`src/rtl/alu_sched_pkg.sv`:
```
// alu_sched_pkg: FSM states, ALU op encodings and limits shared by the scheduler
package alu_sched_pkg;
  typedef enum logic [1:0] {IDLE, EXEC, RESP} state_t;
  localparam logic [1:0] OP_ADD = 2'b00;
  localparam logic [1:0] OP_SUB = 2'b01;
  localparam logic [1:0] OP_MUL = 2'b10;
  localparam logic [1:0] OP_AND = 2'b11;
  localparam int MUL_WAIT_MAX = 15;
  localparam int CNT_W = 4;
endpackage

```
`src/rtl/alu_sched_if.sv`:
```
// alu_sched_if: two request channels plus one tagged response channel
interface alu_sched_if;
  logic       req0_valid, req0_ready, req0_cin;
  logic [5:0] req0_a, req0_b;
  logic [1:0] req0_sel;
  logic       req1_valid, req1_ready, req1_cin;
  logic [5:0] req1_a, req1_b;
  logic [1:0] req1_sel;
  logic        rsp_valid, rsp_ready, rsp_id, rsp_carry, busy;
  logic [11:0] rsp_result;
  modport master (
    output req0_valid, req0_a, req0_b, req0_sel, req0_cin,
    output req1_valid, req1_a, req1_b, req1_sel, req1_cin,
    output rsp_ready,
    input  req0_ready, req1_ready, rsp_valid, rsp_id, rsp_result, rsp_carry, busy
  );
  modport slave (
    input  req0_valid, req0_a, req0_b, req0_sel, req0_cin,
    input  req1_valid, req1_a, req1_b, req1_sel, req1_cin,
    input  rsp_ready,
    output req0_ready, req1_ready, rsp_valid, rsp_id, rsp_result, rsp_carry, busy
  );
endinterface

```
`src/rtl/ALU.sv`:
```
// ALU: 6-bit ADD/SUB/MUL/AND; carry is borrow for SUB, 0 for MUL/AND
module ALU
  import alu_sched_pkg::*;
(
  input  logic [5:0]  a,
  input  logic [5:0]  b,
  input  logic [1:0]  sel,
  input  logic        cin,
  output logic [11:0] result,
  output logic        carry_out
);
  logic [6:0]  sum, dif;
  logic [11:0] prod;
  always_comb begin
    sum = {1'b0, a} + {1'b0, b} + {6'd0, cin};
    dif = {1'b0, a} - {1'b0, b} - {6'd0, cin};
    prod = {6'd0, a} * {6'd0, b};
    result = sel == OP_MUL ? prod :
             sel == OP_AND ? {6'd0, a & b} :
             {6'd0, sel == OP_SUB ? dif[5:0] : sum[5:0]};
    carry_out = sel == OP_ADD ? sum[6] : sel == OP_SUB ? dif[6] : 1'b0;
  end
endmodule

```
`src/rtl/alu_sched.sv`:
```
// alu_sched: round-robin two-requester scheduler time-sharing one ALU
// with per-op multicycle operand hold and a registered tagged response.
module alu_sched
  import alu_sched_pkg::*;
#(
  parameter int MUL_WAIT = 2
) (
  input logic        clk,
  input logic        rst_n,
  alu_sched_if.slave bus
);
  state_t state, nxt;
  logic last, gnt1, take, id_q, cin_q, alu_carry;
  logic [5:0] a_q, b_q;
  logic [1:0] sel_q, sel_n;
  logic [CNT_W-1:0] cnt;
  logic [11:0] alu_result;
  if (MUL_WAIT < 1 || MUL_WAIT > MUL_WAIT_MAX) begin : g_bad_wait
    $error("alu_sched: MUL_WAIT out of range");
  end
  // ready is gated by rst_n so it drops together with the async reset
  always_comb begin
    nxt = state;
    gnt1 = bus.req1_valid && (!bus.req0_valid || !last);
    take = rst_n && state == IDLE && (bus.req0_valid || bus.req1_valid);
    sel_n = gnt1 ? bus.req1_sel : bus.req0_sel;
    bus.req0_ready = take && !gnt1;
    bus.req1_ready = take && gnt1;
    bus.rsp_valid = state == RESP;
    bus.busy = state != IDLE;
    nxt = state == IDLE ? (take ? EXEC : IDLE) :
          state == EXEC ? (cnt == '0 ? RESP : EXEC) :
          (bus.rsp_ready ? IDLE : RESP);
  end
  always_ff @(posedge clk or negedge rst_n)
    if (!rst_n) state <= IDLE;
    else state <= nxt;
  always_ff @(posedge clk or negedge rst_n) begin
    if (!rst_n) begin
      last <= 1'b1;
      id_q <= 1'b0;
      a_q <= '0;
      b_q <= '0;
      sel_q <= OP_ADD;
      cin_q <= 1'b0;
      cnt <= '0;
      bus.rsp_id <= 1'b0;
      bus.rsp_result <= '0;
      bus.rsp_carry <= 1'b0;
    end else if (take) begin
      last <= gnt1;
      id_q <= gnt1;
      a_q <= gnt1 ? bus.req1_a : bus.req0_a;
      b_q <= gnt1 ? bus.req1_b : bus.req0_b;
      sel_q <= sel_n;
      cin_q <= gnt1 ? bus.req1_cin : bus.req0_cin;
      cnt <= sel_n == OP_MUL ? CNT_W'(MUL_WAIT - 1) : '0;
    end else if (state == EXEC) begin
      if (cnt == '0) begin
        bus.rsp_id <= id_q;
        bus.rsp_result <= alu_result;
        bus.rsp_carry <= alu_carry;
      end else begin
        cnt <= cnt - 1'b1;
      end
    end
  end
  ALU u_alu (
    .a(a_q),
    .b(b_q),
    .sel(sel_q),
    .cin(cin_q),
    .result(alu_result),
    .carry_out(alu_carry)
  );
endmodule

```
`src/flat_wrapper.sv`:
```
// flat-port wrapper written by rule: the top's interface ports become plain ports
module alu_sched_flat import alu_sched_pkg::*;
#(
  parameter int MUL_WAIT = 2
)
  (clk, rst_n, bus_req0_valid, bus_req0_a, bus_req0_b, bus_req0_sel, bus_req0_cin, bus_req1_valid, bus_req1_a, bus_req1_b, bus_req1_sel, bus_req1_cin, bus_rsp_ready, bus_req0_ready, bus_req1_ready, bus_rsp_valid, bus_rsp_id, bus_rsp_result, bus_rsp_carry, bus_busy);
  alu_sched_if bus_i ();
  input logic clk;
  input logic rst_n;
  input wire logic [$bits(bus_i.req0_valid)-1:0] bus_req0_valid;
  input wire logic [$bits(bus_i.req0_a)-1:0] bus_req0_a;
  input wire logic [$bits(bus_i.req0_b)-1:0] bus_req0_b;
  input wire logic [$bits(bus_i.req0_sel)-1:0] bus_req0_sel;
  input wire logic [$bits(bus_i.req0_cin)-1:0] bus_req0_cin;
  input wire logic [$bits(bus_i.req1_valid)-1:0] bus_req1_valid;
  input wire logic [$bits(bus_i.req1_a)-1:0] bus_req1_a;
  input wire logic [$bits(bus_i.req1_b)-1:0] bus_req1_b;
  input wire logic [$bits(bus_i.req1_sel)-1:0] bus_req1_sel;
  input wire logic [$bits(bus_i.req1_cin)-1:0] bus_req1_cin;
  input wire logic [$bits(bus_i.rsp_ready)-1:0] bus_rsp_ready;
  output wire logic [$bits(bus_i.req0_ready)-1:0] bus_req0_ready;
  output wire logic [$bits(bus_i.req1_ready)-1:0] bus_req1_ready;
  output wire logic [$bits(bus_i.rsp_valid)-1:0] bus_rsp_valid;
  output wire logic [$bits(bus_i.rsp_id)-1:0] bus_rsp_id;
  output wire logic [$bits(bus_i.rsp_result)-1:0] bus_rsp_result;
  output wire logic [$bits(bus_i.rsp_carry)-1:0] bus_rsp_carry;
  output wire logic [$bits(bus_i.busy)-1:0] bus_busy;
  assign bus_i.req0_valid = bus_req0_valid;
  assign bus_i.req0_a = bus_req0_a;
  assign bus_i.req0_b = bus_req0_b;
  assign bus_i.req0_sel = bus_req0_sel;
  assign bus_i.req0_cin = bus_req0_cin;
  assign bus_i.req1_valid = bus_req1_valid;
  assign bus_i.req1_a = bus_req1_a;
  assign bus_i.req1_b = bus_req1_b;
  assign bus_i.req1_sel = bus_req1_sel;
  assign bus_i.req1_cin = bus_req1_cin;
  assign bus_i.rsp_ready = bus_rsp_ready;
  assign bus_req0_ready = bus_i.req0_ready;
  assign bus_req1_ready = bus_i.req1_ready;
  assign bus_rsp_valid = bus_i.rsp_valid;
  assign bus_rsp_id = bus_i.rsp_id;
  assign bus_rsp_result = bus_i.rsp_result;
  assign bus_rsp_carry = bus_i.rsp_carry;
  assign bus_busy = bus_i.busy;
  alu_sched #(.MUL_WAIT(MUL_WAIT)) u_core (.clk(clk), .rst_n(rst_n), .bus(bus_i));
endmodule
```
`config.mk`:
```
export PLATFORM = sky130hd
export DESIGN_NAME = alu_sched_flat
export DESIGN_NICKNAME = d
export VERILOG_FILES = /design/src/rtl/alu_sched_pkg.sv /design/src/rtl/alu_sched_if.sv /design/src/rtl/ALU.sv /design/src/rtl/alu_sched.sv /design/src/flat_wrapper.sv
export SDC_FILE = /design/constraint.sdc
export NUM_CORES = 1
export LEC_CHECK = 0
export ABC_AREA = 1
export BUFFER_PORTS_ARGS = -buffer_cell sky130_fd_sc_hd__buf_2
export CORE_MARGIN = 2
export CORE_UTILIZATION = 45
export DETAILED_ROUTE_END_ITERATION = 8
export PLACE_DENSITY = 0.66
export SLEW_MARGIN = 20
export SYNTH_ARGS = -nofsm -noshare
export SYNTH_HDL_FRONTEND = slang
export SYNTH_HIERARCHICAL = 1
export SYNTH_SLANG_ARGS = --single-unit
```
`constraint.sdc`:
```
create_clock -name clk -period 3.95 [get_ports clk]
set_input_delay 0.5925 -clock clk [delete_from_list [all_inputs] [get_ports clk]]
set_output_delay 0.5925 -clock clk [all_outputs]
set_load 0.05 [all_outputs]
```
=== After elaboration in Yosys (flattened, before gate mapping) ===
Cells that the tools add are included.

* Flip-flop bits (word level): 37
* Output and inout bits: 18
* Bits of input ports: 35
* Word-level logic and storage cells: 61

* Multiplexer cells: 18
* Add/subtract/negate cells: 5
* Bitwise gates (word level): 2
* Multipliers: 1
* Reduce and logical (&&, ||, !) cells: 17
* Equal/unequal tests: 7

{| class="wikitable"
|+ Operators with widths
! operator !! number
|-
| $mux W6 || 4
|-
| $mul A6 B6 Y12 || 1
|-
| $mux W12 || 1
|-
| $mux W4 || 3
|-
| $mux W2 || 5
|-
| $eq A2 B2 Y1 const B || 4
|-
| $add A6 B6 Y7 || 1
|-
| $add A7 B1 Y7 || 1
|-
| $sub A6 B6 Y7 || 1
|-
| $sub A7 B1 Y7 || 1
|-
| $and A6 B6 Y6 || 1
|-
| $logic_and A1 B1 Y1 || 5
|-
| $mux W1 || 5
|-
| $eq A2 B1 Y1 const B || 2
|-
| $logic_not A2 Y1 || 2
|-
| $logic_not A4 Y1 || 1
|-
| $reduce_bool A2 Y1 || 2
|-
| $sub A4 B1 Y4 const B || 1
|-
| $logic_not A1 Y1 || 3
|-
| $reduce_and A3 Y1 || 1
|-
| $logic_or A1 B1 Y1 || 2
|-
| $ne A2 B1 Y1 const B || 1
|-
| $reduce_and A2 Y1 || 1
|-
| $not A1 Y1 || 1
|}

=== Logic depth before layout (Yosys ltp) ===
* Depth in word-level cells: 7
* Gate-level depth with buffers: 17
* Depth with buffers taken out: 17

=== Modules after synthesis ===
Netlist, hierarchy kept.

{| class="wikitable"
|+ By module, submodules not included
! module !! times used !! area an instance (µm²) !! sequential area each (µm²) !! cells an instance
|-
| ALU || 1 || 1826.8 || 0.0 || 281
|-
| alu_sched || 1 || 1757.9 || 927.1 || 194
|}

=== Least setup slack after synthesis ===
Ideal clock, no wire load.

* Path type: reg-to-reg
* Start point: register u_core.a_q[3]
* End point: register u_core.bus.rsp_result[9]
* Arrival time: 3.371 ns
* Required time: 3.824 ns
* Buffers on the path: 0
* Stages on the path, launching flop included: 17
* Path slack: 0.452 ns
* Period minus slack after synthesis: 3.498 ns
* Setup time: 0.126 ns
* Cell sequence: dfrtp_1 ha_1 fa_1 fa_1 inv_1 fa_1 inv_1 ha_1 a21oi_1 nand2_1 nand2_1 nand2_1 a21oi_1 xor2_1 nor2_1 inv_1 o21ai_1

* Longest elaborated chain between the ends: 2

{| class="wikitable"
|+ Ends and longest elaborated chain
! item !! RTL line !! source
|-
| start, declared || alu_sched.sv:14 || <nowiki>logic [5:0] a_q, b_q;</nowiki>
|-
| start signal, assigned || alu_sched.sv:53 || <nowiki>a_q <= gnt1 ? bus.req1_a : bus.req0_a;</nowiki>
|-
| $mul A6 B6 Y12 || ALU.sv:17 || <nowiki>prod = {6'd0, a} * {6'd0, b};</nowiki>
|-
| $mux W12 || ALU.sv:18 || <nowiki>result = sel == OP_MUL ? prod :</nowiki>
|-
| net u_core.alu_result[9] || alu_sched.sv:17 || <nowiki>logic [11:0] alu_result;</nowiki>
|-
| end signal, assigned || alu_sched.sv:61 || <nowiki>bus.rsp_result <= alu_result;</nowiki>
|-
| end, declared || alu_sched_if.sv:21 || <nowiki>output req0_ready, req1_ready, rsp_valid, rsp_id, rsp_result, rsp_carry, busy</nowiki>
|}

The timed path passes the listed nets, and every way through them passes these cells.
A chain may end at the register's enable or synchronous reset.

=== Worst setup path in the final report ===
* Start point: register u_core.b_q[3]
* End point: register u_core.bus.rsp_result[9]

* Longest elaborated chain between the ends: 2

{| class="wikitable"
|+ Ends and longest elaborated chain
! item !! RTL line !! source
|-
| start, declared || alu_sched.sv:14 ||
|-
| start signal, assigned || alu_sched.sv:54 || <nowiki>b_q <= gnt1 ? bus.req1_b : bus.req0_b;</nowiki>
|-
| $mul A6 B6 Y12 || ALU.sv:17 ||
|-
| $mux W12 || ALU.sv:18 ||
|-
| net u_core.alu_result[9] || alu_sched.sv:17 ||
|}

The timed path passes the listed nets, and every way through them passes these cells.

==> impl_summary.md <==
STA
The hold violation count in the final report was 0. The max-slew violation count is 0. The final-report setup violation count is 0. The worst pin sits at a relative slew slack of a little under a third. The worst path uses 94.5% of the clock period. The maximum clock skew at final layout is roughly 0.0057 ns. The highest attainable clock frequency is between 200 and 300 MHz. The slew at the pin closest to its max-slew limit is ~1.0 ns. The total negative slack is 0 ns. The time the worst path needs with I/O delays and setup is between 3 and 4 ns.

The worst path meets setup with 0.219 ns of slack.

Detailed routing
The highest layer touched by signal routing is met4. The number of DRC violations after detailed routing is 0. The routed design uses about 400 um of met3 wire.

Detailed routing placed a total of 3340 um of wire on met2. Using the TritonRoute via totals, the vias-per-cell ratio works out to about 4.7. The via count of the routed design is 2,994.

The detailed router finished its first iteration with 150 violations. The detailed router put a total of around 3800 um of wire on met1. The wire length per cell is between 10 and 15 um.

The aggregate routed wire length is between 7000 and 8000 um. The post-detailed-route count of antenna-violating nets is 0. The count of TritonRoute iterations in the first routing pass is 4.

Cells and area
In the final layout, the share of cells above drive strength 1 is a little under a fifth. The count of non-filler cells in the finished layout is about 640. The final core utilization is a little over half. The growth of design area from synthesis to finish is 13.1%. The number of antenna diodes in the final layout is 0. Counting the fill cells in the layout gives approximately 800. The final net count is about 630.

Critical path
Data on the critical path arrives at its endpoint at 3.87 ns. The nature of the critical path endpoint is a flop. The class of the most critical setup path is reg2reg. Data on the critical path is required at its endpoint by 4.09 ns. The worst setup path is launched from a flop. The peak fanout along the critical path is 8.

Synthesis
For this run, the leading register cell type out of synthesis is dfrtp_1. Counting instances in the post-synthesis netlist gives the leading cell types as nand2_1 (132), inv_1 (103), dfrtp_1 (36), ha_1 (36), o21ai_0 (25). Sorting the synthesized cells by area gives the leading types as dfrtp_1 (25%), nand2_1 (14%), ha_1 (13%). The synthesized design contains 0 enable-type register cells. During synthesis, Yosys emitted a total of 6 warnings. The synthesized design devotes to its leading area cell type 25.1% of total area. The sequential cell area fraction in the yosys report is between 20% and 30%. The count of different cell masters after synthesis is 33. Counting every net in the synthesized netlist gives roughly 570. The flop and latch count out of synthesis is 37. Of all cell types, the one taking the most synthesized area is dfrtp_1. The post-synthesis cell count is 475. Of all flip-flops after synthesis, the portion carrying an async set or reset was 100%. The per-instance average area after synthesis is ~7.5 sq um. The most common cell in the synthesized netlist is nand2_1.

The summed instance area of the synthesized netlist is roughly 3600 sq um.

Placed design
Detailed placement ended at an HPWL of around 6300 um. The final weighted congestion in routability-driven placement is ~0.95. The number of I/O port buffers is 52.

In this run, placement finished with an instance count of about 630. The setup slack after placement is roughly 0.16 ns.

GRT
The global router's overall resource usage is 19.1%. The maximum number of pins on one net before global-route repair is 39. The total congestion overflow after global routing is 0.

The global-route wire length before repair is 13,200 um. The number of antenna violations at the first check in global routing was 0. The via count of the first global-routing pass is 2,854.

Floorplan
The core footprint is roughly 7700 sq um. The initial utilization of the core area, before any placement, comes to a little under half. The floorplan step defined a die boundary enclosing 8700 sq um.

The overall die width is between 90 and 100 um. After floorplanning, the core was divided into 32 placement rows. In this run the count of I/O pins placed on the die edge is between 50 and 60. The vertical extent of the die is between 90 and 100 um.

Clock network
The clock passes through at most 2 buffers. In this run the clock root is driven by a clkbuf_8. The clock-pin slew on the worst setup and hold paths is 0.08 ns. The H-tree depth is 2.

The clock tree from TritonCTS is done. The clock latency at the later pin of the worst-skew pair is 0.29 ns. In this run, post-CTS hold repair placed 0 buffers. The number of clock buffers inserted by TritonCTS is 5. The clock drives 37 sinks.

Power
For this design the ratio of total power to cell area is just over 900 nW/um^2. The leakage power summed over all cells is approximately 0.0024 uW. The worst ir drop on vdd is about 0.34 mV.

Worst hold path
The worst min-delay path category is in2async.

Run status
The run finished with clean final reports.

Job
The max-capacitance violation count is 0.
-- cells in the final DEF, fill, tap and decap left out, drive strengths merged --
| master | n |
|---|---|
| a21oi | 20 |
| a31oi | 4 |
| buf | 59 |
| clkbuf | 7 |
| clkinvlp | 1 |
| dfrtp | 36 |
| dfstp | 1 |
| fa | 22 |
| ha | 36 |
| inv | 104 |
| nand2 | 140 |
| nand3 | 31 |
| nand3b | 2 |
| nand4 | 4 |
| nor2 | 23 |
| nor3 | 2 |
| o211ai | 2 |
| o21ai | 33 |
| o21bai | 2 |
| o22ai | 1 |
| or2 | 1 |
| xor2 | 3 |
-- stage by stage --
step	power [uW]	hold WS, ns	area [sq um]
3_3_place_gp	3350	0.461	3940
2_1_floorplan	2780	0.297	3580
4_1_cts	3680	0.408	4030
3_5_place_dp	3370	0.466	3940
6_report	3680	0.397	4050
5_1_grt	4150	0.429	4050
-- layer usage --
metal | track usage [%] | up-vias
met3 | 2.74 | 7
met5 | 0 | -
met4 | 4.41 | 0
met2 | 30.9 | 82
met1 | 27.2 | 1320
li1 | - | 1585
-- cells by family after synthesis --
| family | after synthesis | synth area share (%) |
|---|---|---|
| AOI/OAI and AO/OA | 62 | 9.63 |
| xor gates and xnor gates | 3 | 0.733 |
| adders and majority gates | 58 | 24.9 |
| buffers and inverters | 112 | 12.9 |
| DFF | 37 | 25.9 |
| and+or+nand+nor | 203 | 26.0 |
-- path summary, 6_finish.rpt --
kind	slack [ns]	from	end	cells past startpoint
max	0.22	u_core/b_q[3]	u_core/bus.rsp_result[9]	16
min	0.40	rst_n	u_core/sel_q[0]	2
max reg2reg	0.22	u_core/b_q[3]	u_core/bus.rsp_result[9]	16
min reg2reg	0.48	u_core/bus.rsp_result[6]	u_core/bus.rsp_result[6]	2
max in group asynchronous	3.20	rst_n	u_core/a_q[3]	2
min in group clk	0.48	bus_rsp_ready	u_core/state[1]	2
-- cell type report --
cell class	count	area, sq um	share of cell area (%)
repair buffers	59	313	7.72
well taps	102	128	3.15
inverters	104	390	9.63
multi-input cells	326	2200	54.2
clock buffers	7	86.3	2.13
clock inverters	1	7.51	0.185
flip-flops and latches	37	932	23.0
-- power breakdown --
group	internal [uW]	switching [uW]	leakage [uW]
sequential	546	195	0.000464
clock	142	139	0.0000445
combinational	952	1710	0.00184
total	1640	2040	0.00235
-- sequential cells by signal (all words and copies together), names as in the netlist --
signal,cells
u_core/a_q,6
u_core/b_q,6
u_core/bus.rsp_carry,1
u_core/bus.rsp_id,1
u_core/bus.rsp_result,12
u_core/cin_q,1
u_core/cnt,4
u_core/id_q,1
u_core/last,1
u_core/sel_q,2
u_core/state,2
-- worst max-delay path, cell delays in order, from the launching register on --
cell	delay [ns]
dfrtp_2	0.47
ha_2	0.23
fa_1	0.48
fa_1	0.56
inv_1	0.06
fa_1	0.52
inv_1	0.04
ha_1	0.34
a21oi_1	0.17
nand2_1	0.12
nand2_1	0.07
nand2_1	0.05
a21oi_1	0.16
xor2_1	0.15
nor2_1	0.05
inv_1	0.05
o21ai_1	0.06
-- timing repair --
action / in CTS / in global routing
hold endpoints to repair: 0 / 0
setup buffers: 0 / 2
gates resized for setup: 0 / 5
setup endpoints to repair: 0 / 1
Power figures use the tool's default switching activity.
